==> src/rtl/arrival_predictor.sv <==
// Interval timer between track-sensor pulses with arrival-time prediction
// (last interval or history average, scaled by RATIO) and an arrival countdown.
module arrival_predictor #(
    parameter int IN_W  = 15,
    parameter int OUT_W = 19,
    parameter int DEPTH = 4,
    parameter int RATIO = 16
) (
    input  logic             clk,
    input  logic             rst_n,
    input  logic             clr,
    input  logic             tick,
    input  logic             sensor_pulse,
    input  logic             mode,
    output logic [OUT_W-1:0] time_out,
    output logic             pred_valid,
    output logic [OUT_W-1:0] remaining,
    output logic             arrival_due,
    output logic             stale,
    output logic             hist_full
);
    // state | meaning
    // IDLE  | no reference pulse seen yet; counter held at 0
    // ARMED | counting ticks since the last pulse

    localparam int LG     = $clog2(DEPTH);
    localparam int SUM_W  = IN_W + LG;
    localparam int PROD_W = IN_W + 5;
    localparam logic [IN_W-1:0]  CNT_MAX = '1;
    localparam logic [OUT_W-1:0] OUT_MAX = '1;
    localparam logic [LG:0]      FULL    = (LG+1)'(DEPTH);

    typedef enum logic {IDLE, ARMED} state_t;

    state_t            state, state_next;
    logic [IN_W-1:0]   cnt, cnt_next;
    logic              cap, lost;

    logic              s1_valid;
    logic [IN_W-1:0]   s1_iv;

    logic [IN_W-1:0]   hist [DEPTH];
    logic [LG-1:0]     wr_ptr;
    logic [LG:0]       fill, fill_new;
    logic [SUM_W-1:0]  sum, sum_new;
    logic [IN_W-1:0]   evicted, base;
    logic [PROD_W-1:0] prod;
    logic [OUT_W-1:0]  pred;

    always_ff @(posedge clk or negedge rst_n) begin
        if (!rst_n) begin
            state <= IDLE;
            cnt   <= '0;
        end else if (clr) begin
            state <= IDLE;
            cnt   <= '0;
        end else begin
            state <= state_next;
            cnt   <= cnt_next;
        end
    end

    // A pulse consumes the cycle: a coincident tick is not counted.
    always_comb begin
        state_next = state;
        cnt_next   = cnt;
        cap        = 1'b0;
        lost       = 1'b0;
        case (state)
            IDLE: begin
                if (sensor_pulse) begin
                    state_next = ARMED;
                    cnt_next   = '0;
                end
            end
            ARMED: begin
                if (sensor_pulse) begin
                    cnt_next = '0;
                    if (cnt == CNT_MAX) lost = 1'b1;
                    else                cap  = 1'b1;
                end else if (tick && cnt != CNT_MAX) begin
                    cnt_next = cnt + 1'b1;
                end
            end
            default: state_next = IDLE;
        endcase
    end

    assign stale     = (state == ARMED) && (cnt == CNT_MAX);
    assign hist_full = (fill == FULL);

    // Prediction datapath works on the history as it will be after this write.
    always_comb begin
        evicted  = hist[wr_ptr];
        sum_new  = sum + SUM_W'(s1_iv) - SUM_W'(evicted);
        fill_new = (fill == FULL) ? fill : fill + 1'b1;
        base     = (mode && fill_new == FULL) ? IN_W'(sum_new >> LG) : s1_iv;
        prod     = PROD_W'(base) * PROD_W'(RATIO);
        pred     = ((prod >> OUT_W) != '0) ? OUT_MAX : OUT_W'(prod);
    end

    always_ff @(posedge clk or negedge rst_n) begin
        if (!rst_n) begin
            s1_valid <= 1'b0;
            s1_iv    <= '0;
        end else if (clr) begin
            s1_valid <= 1'b0;
            s1_iv    <= '0;
        end else begin
            s1_valid <= cap;
            if (cap) s1_iv <= cnt;
        end
    end

    always_ff @(posedge clk or negedge rst_n) begin
        if (!rst_n) begin
            for (int i = 0; i < DEPTH; i++) hist[i] <= '0;
            wr_ptr <= '0;
            fill   <= '0;
            sum    <= '0;
        end else if (clr || lost) begin
            for (int i = 0; i < DEPTH; i++) hist[i] <= '0;
            wr_ptr <= '0;
            fill   <= '0;
            sum    <= '0;
        end else if (s1_valid) begin
            hist[wr_ptr] <= s1_iv;
            wr_ptr       <= wr_ptr + 1'b1;
            fill         <= fill_new;
            sum          <= sum_new;
        end
    end

    // A fresh prediction takes priority over a same-cycle countdown tick.
    always_ff @(posedge clk or negedge rst_n) begin
        if (!rst_n) begin
            time_out    <= '0;
            pred_valid  <= 1'b0;
            remaining   <= '0;
            arrival_due <= 1'b0;
        end else if (clr) begin
            time_out    <= '0;
            pred_valid  <= 1'b0;
            remaining   <= '0;
            arrival_due <= 1'b0;
        end else begin
            pred_valid <= s1_valid;
            if (s1_valid) begin
                time_out    <= pred;
                remaining   <= pred;
                arrival_due <= 1'b0;
            end else if (tick && remaining != '0) begin
                remaining   <= remaining - 1'b1;
                arrival_due <= (remaining == OUT_W'(1));
            end else begin
                arrival_due <= 1'b0;
            end
        end
    end

endmodule

==> config.mk <==
export PLATFORM = sky130hd
export DESIGN_NAME = arrival_predictor
export DESIGN_NICKNAME = d
export VERILOG_FILES = /design/src/rtl/arrival_predictor.sv
export SDC_FILE = /design/constraint.sdc
export NUM_CORES = 1
export LEC_CHECK = 0
export ABC_AREA = 1
export ABC_CLOCK_PERIOD_IN_PS = 3400
export CORE_UTILIZATION = 40
export DETAILED_ROUTE_END_ITERATION = 8
export PLACE_DENSITY = 0.53
export SKIP_LAST_GASP = 1
export SLEW_MARGIN = 10
export SYNTH_ARGS = -nofsm -noshare
export SYNTH_HDL_FRONTEND = slang
export SYNTH_SLANG_ARGS = --single-unit
export TNS_END_PERCENT = 10
==> constraint.sdc <==
create_clock -name clk -period 3.4 [get_ports clk]
set_input_delay 1.02 -clock clk [delete_from_list [all_inputs] [get_ports clk]]
set_output_delay 1.02 -clock clk [all_outputs]
set_load 0.1 [all_outputs]
After elaboration in Yosys (flattened, before gate mapping)
Cells that the tools add are included.
{"block": "word_totals", "rom_bits": 0, "out_inout_bits": 42, "ramBits": 0, "word_cells": 86, "latch_bits": 0, "ff_bits": 154, "memories": 0}
{"block": "op_classes", "n_lt_le_gt_ge": 2, "addsub": 6, "n_reduce_logical": 12, "bitwise": 2, "n_mux": 42, "div_mod_pow": 0, "n_mul": 0, "shift": 0, "n_eq_ne": 7}
{"operator": "$mux 15", "n": 10}
{"operator": "$mux 60", "n": 2}
{"operator": "$mux 19", "n": 5}
{"operator": "$bwmux 60", "n": 1}
{"operator": "$mux 17", "n": 2}
{"operator": "$bmux 15 s2", "n": 1}
{"operator": "$demux 15 s2", "n": 1}
{"operator": "$pmux 15 s2", "n": 1}
{"operator": "$eq 19x1->1 const B", "n": 1}
{"operator": "$reduce_bool 19->1", "n": 1}
{"operator": "$sub 19x1->19 const B", "n": 1}
{"operator": "$add 17x15->17", "n": 1}
{"operator": "$sub 17x15->17", "n": 1}
{"operator": "$add 15x1->15 const B", "n": 1}
{"operator": "$eq 15x15->1 const B", "n": 1}
{"operator": "$ne 15x15->1 const B", "n": 1}
{"operator": "$mux 1", "n": 14}
{"operator": "$mux 3", "n": 3}
{"operator": "$eq 3x3->1 const B", "n": 2}
{"operator": "$reduce_bool 2->1", "n": 3}
{"operator": "$logic_and 1x1->1", "n": 5}
{"operator": "$mux 2", "n": 2}
{"operator": "$ne 4x3->1 const B", "n": 1}
{"operator": "$add 3x1->3 const B", "n": 1}
{"operator": "9 further kinds", "n": 9}

Longest topological paths before layout
Gate-level depths: netlist (run 1).
{"block": "logic_depth", "depth_word": 8, "ltp_mapped": 19}

Least setup slack after synthesis (run 1)
OpenSTA, ideal clock, no wires.
{"block": "synth_path", "path_kind": "register to output", "startpoint": "register cnt[0]", "endpoint": "output stale", "stages_incl_launch_ff": 6, "n_path_buf": 0, "path_slack_ns": -0.592, "t_arrival_ns": 2.972, "path_cell_list": "dfrtp_1 ha_1 nand3_1 inv_1 nand2_2 nor3_1"}
{"block": "synth_via", "elab_chain_cells": 2}
{"item": "start, declared", "line_no": "36", "text": "logic [IN_W-1:0] cnt, cnt_next;"}
{"item": "start signal, assigned", "line_no": "59", "text": "cnt <= cnt_next;"}
{"item": "$eq 15x15->1", "line_no": "89", "text": "assign stale = (state == ARMED) && (cnt == CNT_MAX);"}
{"item": "$logic_and 1x1->1", "line_no": "89"}
{"item": "end, declared", "line_no": "19", "text": "output logic stale,"}
No other way between the ends.

Worst setup path after layout (run 1)
{"block": "layout_path", "startpoint": "register wr_ptr[0]", "endpoint": "register remaining[14]"}
{"block": "layout_via", "elab_chain_cells": 8}
{"item": "start, declared", "line_no": "43", "text": "logic [LG-1:0] wr_ptr;"}
{"item": "start signal, assigned", "line_no": "128", "text": "wr_ptr <= wr_ptr + 1'b1;"}
{"item": "$not 2->3 (implied by the code)", "line_no": "94", "text": "evicted = hist[wr_ptr];"}
{"item": "$bmux 15 s2", "line_no": "94"}
{"item": "$mux 15 (implied by the code) (2 in a row)", "line_no": "94"}
{"item": "$sub 17x15->17", "line_no": "95", "text": "sum_new = sum + SUM_W'(s1_iv) - SUM_W'(evicted);"}
{"item": "$mux 15", "line_no": "97", "text": "base = (mode && fill_new == FULL) ? IN_W'(sum_new >> LG) : s1_iv;"}
{"item": "$mux 19", "line_no": "148", "text": "if (s1_valid) begin"}
{"item": "$mux 19", "line_no": "141", "text": "end else if (clr) begin"}
{"item": "end signal, assigned", "line_no": "150", "text": "remaining <= pred;"}
{"item": "end signal, assigned", "line_no": "153", "text": "remaining <= remaining - 1'b1;"}
{"item": "end, declared", "line_no": "17", "text": "output logic [OUT_W-1:0] remaining,"}
No other way between the ends. The select of a mux whose other input is x is not followed.
A chain may end at the register's enable or synchronous reset.

==> impl_metrics.tcl, run 1 <==
set metrics [dict create \
    async_reset_ff_frac 1.000 \
    drtIter0Drc 477 \
    die_w_um 152.7 \
    synth_ff_type "dfrtp_1" \
    synth_edf_count 0 \
    dr.pass1.iters 9 \
    p_switching_uw 1885 \
    place_congestion 0.8786 \
    peakVddDrop_mv 0.3127 \
    critPathArrivalTime_ns 3.42 \
    switching_share 0.3616 \
    violations "DRC" \
    power.leakage_uw 0.004937 \
    core_area_mm2 0.02203 \
    dr_total_vias 7922 \
    combPwrFrac 0.264 \
    worstPathMaxFanout 18 \
    clockRootBuffer "clkbuf_16" \
    end_kind "flop" \
    worstMarginPinSlew_ns 0.7381 \
    required_ns 3.71 \
    finalSetupViolCount 0 \
    intPower_uw 3329 \
    synth_compound_area_frac 0.1386 \
    critical_path_class "flop to flop" \
    slew_violations 0 \
    cts_hold_buf 0 \
    cpMaxStageDelayCell "fa_1" \
    finalCritPeriodShare 0.9163 \
    grt_setup_unrepaired "no" \
    critical_path.cell_chain "buf_4 > o21ai_0 > o22ai_1 > fa_1 > inv_1 > fa_1 > nand3_1 > nand2_1 > nand2_1 > nand2_1 > nand2_1 > nand2_1 > nand2_1 > nand3_1 > nand2_1 > a21oi_1" \
    power_frac_seq 0.364 \
    drtAntennaViolNets 0 \
    synth.area.mux_share 0 \
    routed_wl_um 26720 \
    grt_pass1_wl_um 43170 \
    clk_pin_slew_ns 0.07 \
    final_cells 1512 \
    avgViaCountPerCell 5.239 \
    syn_avg_cell_area_um2 7.666 \
    finalNetCount 1266 \
    htreeDepth 4 \
    antenna_found_initial 0 \
    slowest_delay_ns 0.50 \
    synth-simple-area-share 0.2624 \
    synth_cells 1185 \
    drive_above_1_share 0.1218 \
    synth_top_family_by_area "simple AND/OR/NAND/NOR gates" \
    status "finished, violations left" \
    yosysWarnings 0 \
    synthAdderAreaFrac 0.06887 \
    start_util 0.4124 \
    pwr-share-clk 0.372 \
    finalCriticalPeriod_ns 3.115 \
    crit_top_cell "nand2_1" \
    placed_cells 1480 \
    maxCapViolations 0 \
    critPathTopFamily "adder cells" \
    dieArea_mm2 0.02332 \
    grt_overflow_total 0 \
    clk_path_buf_depth 2 \
    wl_per_cell_um 17.67 \
    start_kind "flop" \
    drc 2 \
    cts_tree "built" \
    numClockSinks 150 \
    rows 54 \
    ios 48 \
    clock_skew_ns 0.01072 \
    yosys_register_bits 150 \
    dp_hpwl_um 18710 \
    diodes 0 \
    min_path_type "flop to flop" \
    grt_max_degree 71 \
    clock_latency_ns 0.42 \
    fin_setup_tns_ns 0 \
    portBuffers 43 \
    power_density_mw_per_mm2 505.7 \
    ys_seq_area_frac 0.4132 \
    fmax_ghz 0.3210 \
    path_buf_inv 2 \
    yosys.area_share.xor_xnor 0.01639 \
    ys_types 42 \
    syn_area_mm2 0.009084 \
    cts_buffers 17 \
    area_growth_pct 13.50 \
    grt.total_usage 0.2384 \
    die_h_um 152.7 \
    hold_viol 0 \
    relSlewSlack 0.5067 \
    grt_pass1_vias 7678 \
]
[layer usage]
metal  up-vias  global-route usage  wire length (µm)
met2       174              0.3676             12030
met4         0             0.06590               508
met5         -                   0                 0
li1       3911                   -                 -
met1      3807              0.3379             12870
met3        30             0.04920              1305
[layout make-up]
cell class / instances / area [µm²]
multi-input cells: 823 / 4441
clock buffers: 21 / 460.4
clock inverters: 11 / 122.6
inverters: 161 / 609.3
well taps: 280 / 350.3
repair buffers: 66 / 571.8
fillers: 2243 / 11720
flip-flops and latches: 150 / 3755
[power by group through the flow]
stage	Clock, µW	Combinational [µW]	Sequential (µW)
after global routing	2040	1540	1910
after global placement	0	1370	1930
final	1940	1380	1900
after CTS	1970	1380	1900
after detailed placement	0	1370	1930
after floorplan	0	787	2170
[sequential cells by signal (all words and copies together), names as in the netlist, 2 cells and up]
| name | count |
|---|---|
| remaining | 19 |
| hist | 60 |
| s1_iv | 15 |
| time_out | 15 |
| fill | 3 |
| cnt | 15 |
| wr_ptr | 2 |
| sum | 17 |
[worst reg2reg max path: stages, from the launching register on]
cell and delay (ns):
dfrtp_1 0.39, buf_4 0.21, o21ai_0 0.18, o22ai_1 0.14, fa_1 0.50, inv_1 0.07
fa_1 0.47, nand3_1 0.10, nand2_1 0.15, nand2_1 0.10, nand2_1 0.12, nand2_1 0.12
nand2_1 0.06, nand2_1 0.07, nand3_1 0.11, nand2_1 0.14, a21oi_1 0.07
[cells in the final DEF, fill, tap and decap left out, types with 3 or more instances in the layout]
master | Yosys | routed
clkdlybuf4s50_1 | 0 | 4
ha_1 | 26 | 26
nand3_1 | 123 | 123
o21ai_1 | 8 | 8
fa_1 | 15 | 15
nor2_1 | 90 | 90
buf_12 | 1 | 5
xor2_1 | 14 | 14
inv_1 | 156 | 156
clkbuf_16 | 0 | 17
nand4_1 | 6 | 6
nor3_1 | 19 | 18
buf_4 | 7 | 56
dfrtp_1 | 150 | 149
o21ai_0 | 56 | 56
a21oi_1 | 103 | 102
xnor2_1 | 3 | 3
inv_2 | 3 | 3
o21ai_2 | 18 | 18
nor2_2 | 3 | 3
nand2_1 | 260 | 260
conb_1 | 1 | 4
nor2_4 | 4 | 4
o22ai_1 | 33 | 33
clkinv_2 | 0 | 5
nand2_2 | 14 | 14
nand2_4 | 6 | 6
[worst paths after layout]
kind | startpoint | endpoint | slack [ns] | cells after the start
max in group asynchronous | rst_n | s1_iv[2] | 2.15 | 2
setup / recovery | wr_ptr[0] | remaining[14] | 0.28 | 16
hold reg to reg | time_out[6] | time_out[6] | 0.48 | 2
min in group asynchronous | rst_n | fill[2] | 0.55 | 1
setup reg to reg | wr_ptr[0] | remaining[14] | 0.28 | 16
hold / removal | time_out[6] | time_out[6] | 0.48 | 2
[repair_timing]
action                     in CTS  in global routing
setup endpoints to repair       0                  2
resized for setup               0                  1
setup buffers                   0                  0
[cells by family (layout without fill, tap and decap cells)]
family	count (synthesis)	after routing
and+or+nand+nor	535	535
AOI/OAI and AO/OA	226	226
buffers and inverters	215	259
DFF	150	150
adders and majority gates	41	41
xor gates and xnor gates	17	17
other	1	4
[through the flow]
step | util | power [µW] | hold slack [ns] | setup slack [ns] | area [µm²]
floorplan | - | 2962 | 0.4945 | 0.2716 | 9100
global placement | 0.4414 | 3302 | 0.4681 | 0.3611 | 9723
detailed placement | 0.4414 | 3300 | 0.4705 | 0.3259 | 9723
CTS | 0.4679 | 5244 | 0.4869 | 0.3078 | 10310
finish | 0.4681 | 5214 | 0.4803 | 0.2847 | 10310
global route | 0.4681 | 5483 | 0.5113 | 0.02496 | 10310
[synth_stat cells, types with 2 or more instances]
master    count  area, µm²
inv_2         3      11.26
o21ai_1       8      40.04
nand2_4       6      67.56
buf_2        14      70.07
nand3_4       2      35.03
dfrtp_1     150       3754
o22ai_1      33      206.5
nand2_1     260      975.9
nand3_2       2      20.02
xnor2_1       3      26.28
nor2_2        3      18.77
o211ai_1      2      15.01
nor3_1       19      95.09
inv_1       156      585.6
fa_1         15      300.3
a21oi_1     103      515.5
nand3_1     123      615.6
nand4_1       6      37.54
nand2_2      14      87.58
xor2_1       14      122.6
o21ai_0      56      280.3
nor2_1       90      337.8
nor2_4        4      45.04
ha_1         26      325.3
buf_4         7      52.55
buf_6         5      56.30
a31oi_1       2      12.51
clkbuf_1     26      97.59
nor3b_1       2      15.01
o21ai_2      18      157.7
o31ai_1       2      15.01
(Power assumes the default switching activity.)
==> run 2, diff against run 1 <==
--- a/config.mk
+++ b/config.mk
@@ -9,7 +9,7 @@
 export ABC_CLOCK_PERIOD_IN_PS = 3400
 export CORE_UTILIZATION = 40
 export DETAILED_ROUTE_END_ITERATION = 8
-export PLACE_DENSITY = 0.53
+export PLACE_DENSITY = 0.57
 export SKIP_LAST_GASP = 1
 export SLEW_MARGIN = 10
 export SYNTH_ARGS = -nofsm -noshare
==> run 2 against run 1 <==
Effect of this change: the flow still finishes with violations (DRC); sequential power barely moved; final area rose by 0.28%; clock skew rose by 0.0045 ns; first-iteration DRC count rose by 49%; non-clock buffer count rose by 4; global-route usage fell by 0.25 points; setup slack got worse by 0.085 ns; sequential cell count did not move; critical path depth rose by 1; register-to-register slack got worse by 0.09 ns; largest power group unchanged.
==> impl_metrics.tcl, run 2 (same netlist as run 1, synthesis figures left out) <==
set metrics [dict create \
    finalNetCount 1270 \
    reg2reg_slack_ns 0.20 \
    end_kind "flop" \
    switching_share 0.3686 \
    routed_wl_um 26250 \
    numClockSinks 150 \
    dr.pass1.iters 7 \
    worstPathMaxFanout 18 \
    avgViaCountPerCell 5.317 \
    maxCapViolations 0 \
    intPower_uw 3308 \
    grt_pass1_wl_um 42750 \
    layout_commonest_cell "nand2_1" \
    grt_max_degree 82 \
    dp_hpwl_um 18550 \
    p_switching_uw 1931 \
    grt.total_usage 0.2359 \
    die_w_um 152.7 \
    regMostFlops "hist" \
    drive_above_1_share 0.1246 \
    slowest_delay_ns 0.50 \
    cts_resized 0 \
    clockRootBuffer "clkbuf_16" \
    portBuffers 43 \
    status "finished, violations left" \
    place_congestion 0.9016 \
    hold_viol 0 \
    power.leakage_uw 0.004940 \
    required_ns 3.71 \
    worstMarginPinSlew_ns 0.7410 \
    grt_setup_unrepaired "no" \
    clock_latency_ns 0.43 \
    cts_buffers 17 \
    grt_pass1_vias 7729 \
    grt_overflow_total 0 \
    die_h_um 152.7 \
    antenna_found_initial 0 \
    rows 54 \
    crit_top_cell "nand2_1" \
    fin_setup_tns_ns 0 \
    critical_path.cell_chain "inv_1 > buf_4 > o21ai_0 > o22ai_1 > fa_1 > inv_1 > ha_1 > nand2_1 > inv_1 > a21oi_1 > nand2_1 > nand2_1 > nand2_1 > nand2_1 > nand3_1 > nand2_1 > a21oi_1" \
    cpMaxStageDelayCell "fa_1" \
    min_path_type "input port to async pin" \
    critical_path_class "flop to flop" \
    wl_per_cell_um 17.32 \
    dr_total_vias 8060 \
    fmax_ghz 0.3124 \
    core_area_mm2 0.02203 \
    finalSetupViolCount 0 \
    area_growth_pct 13.82 \
    pwr-share-clk 0.376 \
    final_cell_mix "nand2_1 (260), inv_1 (156), dfrtp_1 (149)" \
    drtAntennaViolNets 0 \
    top_regs "hist: 60 flops, remaining: 19 flops, sum: 17 flops" \
    ios 48 \
    power_density_mw_per_mm2 506.8 \
    fill_cells 2202 \
    postCtsSetupRepairBufs 0 \
    drc 2 \
    peakVddDrop_mv 0.3211 \
    cts_hold_buf 0 \
    violations "DRC" \
    drtIter0Drc 712 \
    finalCritPeriodShare 0.9414 \
    start_util 0.4124 \
    rr_endpoint "remaining[13]" \
    slew_violations 0 \
    htreeDepth 4 \
    clk_path_buf_depth 2 \
    diodes 0 \
    power_frac_seq 0.363 \
    combPwrFrac 0.261 \
    clk_pin_slew_ns 0.07 \
    r2r_cells 17 \
    finalCriticalPeriod_ns 3.201 \
    relSlewSlack 0.5048 \
    cts_tree "built" \
    dieArea_mm2 0.02332 \
    critPathArrivalTime_ns 3.51 \
    clock_skew_ns 0.01525 \
    r2r-start "wr_ptr[0]" \
    fin_hold_ws_ns 0.4241 \
    largest_reg_flops 60 \
    start_kind "flop" \
]
run 2: critical path, delay by kind of cell, from the launching register on:
kind | cells | cell delay, ns
AO/OA/AOI/OAI | 4 | 0.71
flip-flops | 1 | 0.39
AND/OR/NAND/NOR | 7 | 0.75
buffers and inverters | 4 | 0.44
adder cells (fa/ha/maj) | 2 | 0.76
run 2: per-layer routing:
| layer | global-route usage | up-vias | part of all wire | wire length [µm] |
|---|---|---|---|---|
| met3 | 0.04067 | 23 | 0.052 | 1366 |
| met4 | 0.06445 | 0 | 0.015 | 386 |
| met2 | 0.3779 | 236 | 0.47 | 12300 |
| met1 | 0.3284 | 3876 | 0.46 | 12200 |
| met5 | 0 | - | 0 | 0 |
| li1 | - | 3925 | - | - |
run 2: power groups by stage:
stage          clock network, µW  registers, µW  logic (µW)
3_5_place_dp                   0           1940        1360
6_report                    1970           1900        1370
5_1_grt                     2070           1910        1520
3_3_place_gp                   0           1940        1360
4_1_cts                     2000           1900        1360
2_1_floorplan                  0           2170         787
run 2: worst max path at each step:
stage / from / to / slack, ns / cells after the start
4_1_cts: wr_ptr[0] / remaining[13] / 0.23 / 17
6_report: wr_ptr[0] / remaining[13] / 0.20 / 17
3_5_place_dp: wr_ptr[0] / remaining[13] / 0.27 / 16
3_3_place_gp: wr_ptr[0] / remaining[13] / 0.29 / 16
2_1_floorplan: cnt[0] / stale / 0.27 / 5
5_1_grt: wr_ptr[0] / remaining[13] / 0.03 / 17
run 2: stage by stage:
stage	util	setup slack [ns]	std cells	instance area, µm²	total power (µW)
finish	0.4694	0.1993	1516	10340	5239
global route	0.4694	0.03273	1516	10340	5504
CTS	0.4694	0.2299	1516	10340	5268
detailed placement	0.4422	0.2662	1484	9741	3291
global placement	0.4422	0.2873	1484	9741	3293
floorplan	-	0.2716	1188	9100	2962
run 2: layout make-up:
type                            count  area, µm²  area share
Timing Repair Buffer               70      589.3     0.05700
Multi-Input combinational cell    823       4437      0.4291
Tap cell                          280      350.3     0.03389
Clock inverter                     14      168.9     0.01634
Inverter                          161      609.3     0.05894
Clock buffer                       18      429.2     0.04151
Sequential cell                   150       3755      0.3632
==> run 3, diff against run 2 <==
--- a/config.mk
+++ b/config.mk
@@ -7,6 +7,7 @@
 export LEC_CHECK = 0
 export ABC_AREA = 1
 export ABC_CLOCK_PERIOD_IN_PS = 3400
+export CAP_MARGIN = 30
 export CORE_UTILIZATION = 40
 export DETAILED_ROUTE_END_ITERATION = 8
 export PLACE_DENSITY = 0.57
==> results of run 3 <==
Final layout, timing and power as in run 2 (identical DEF).
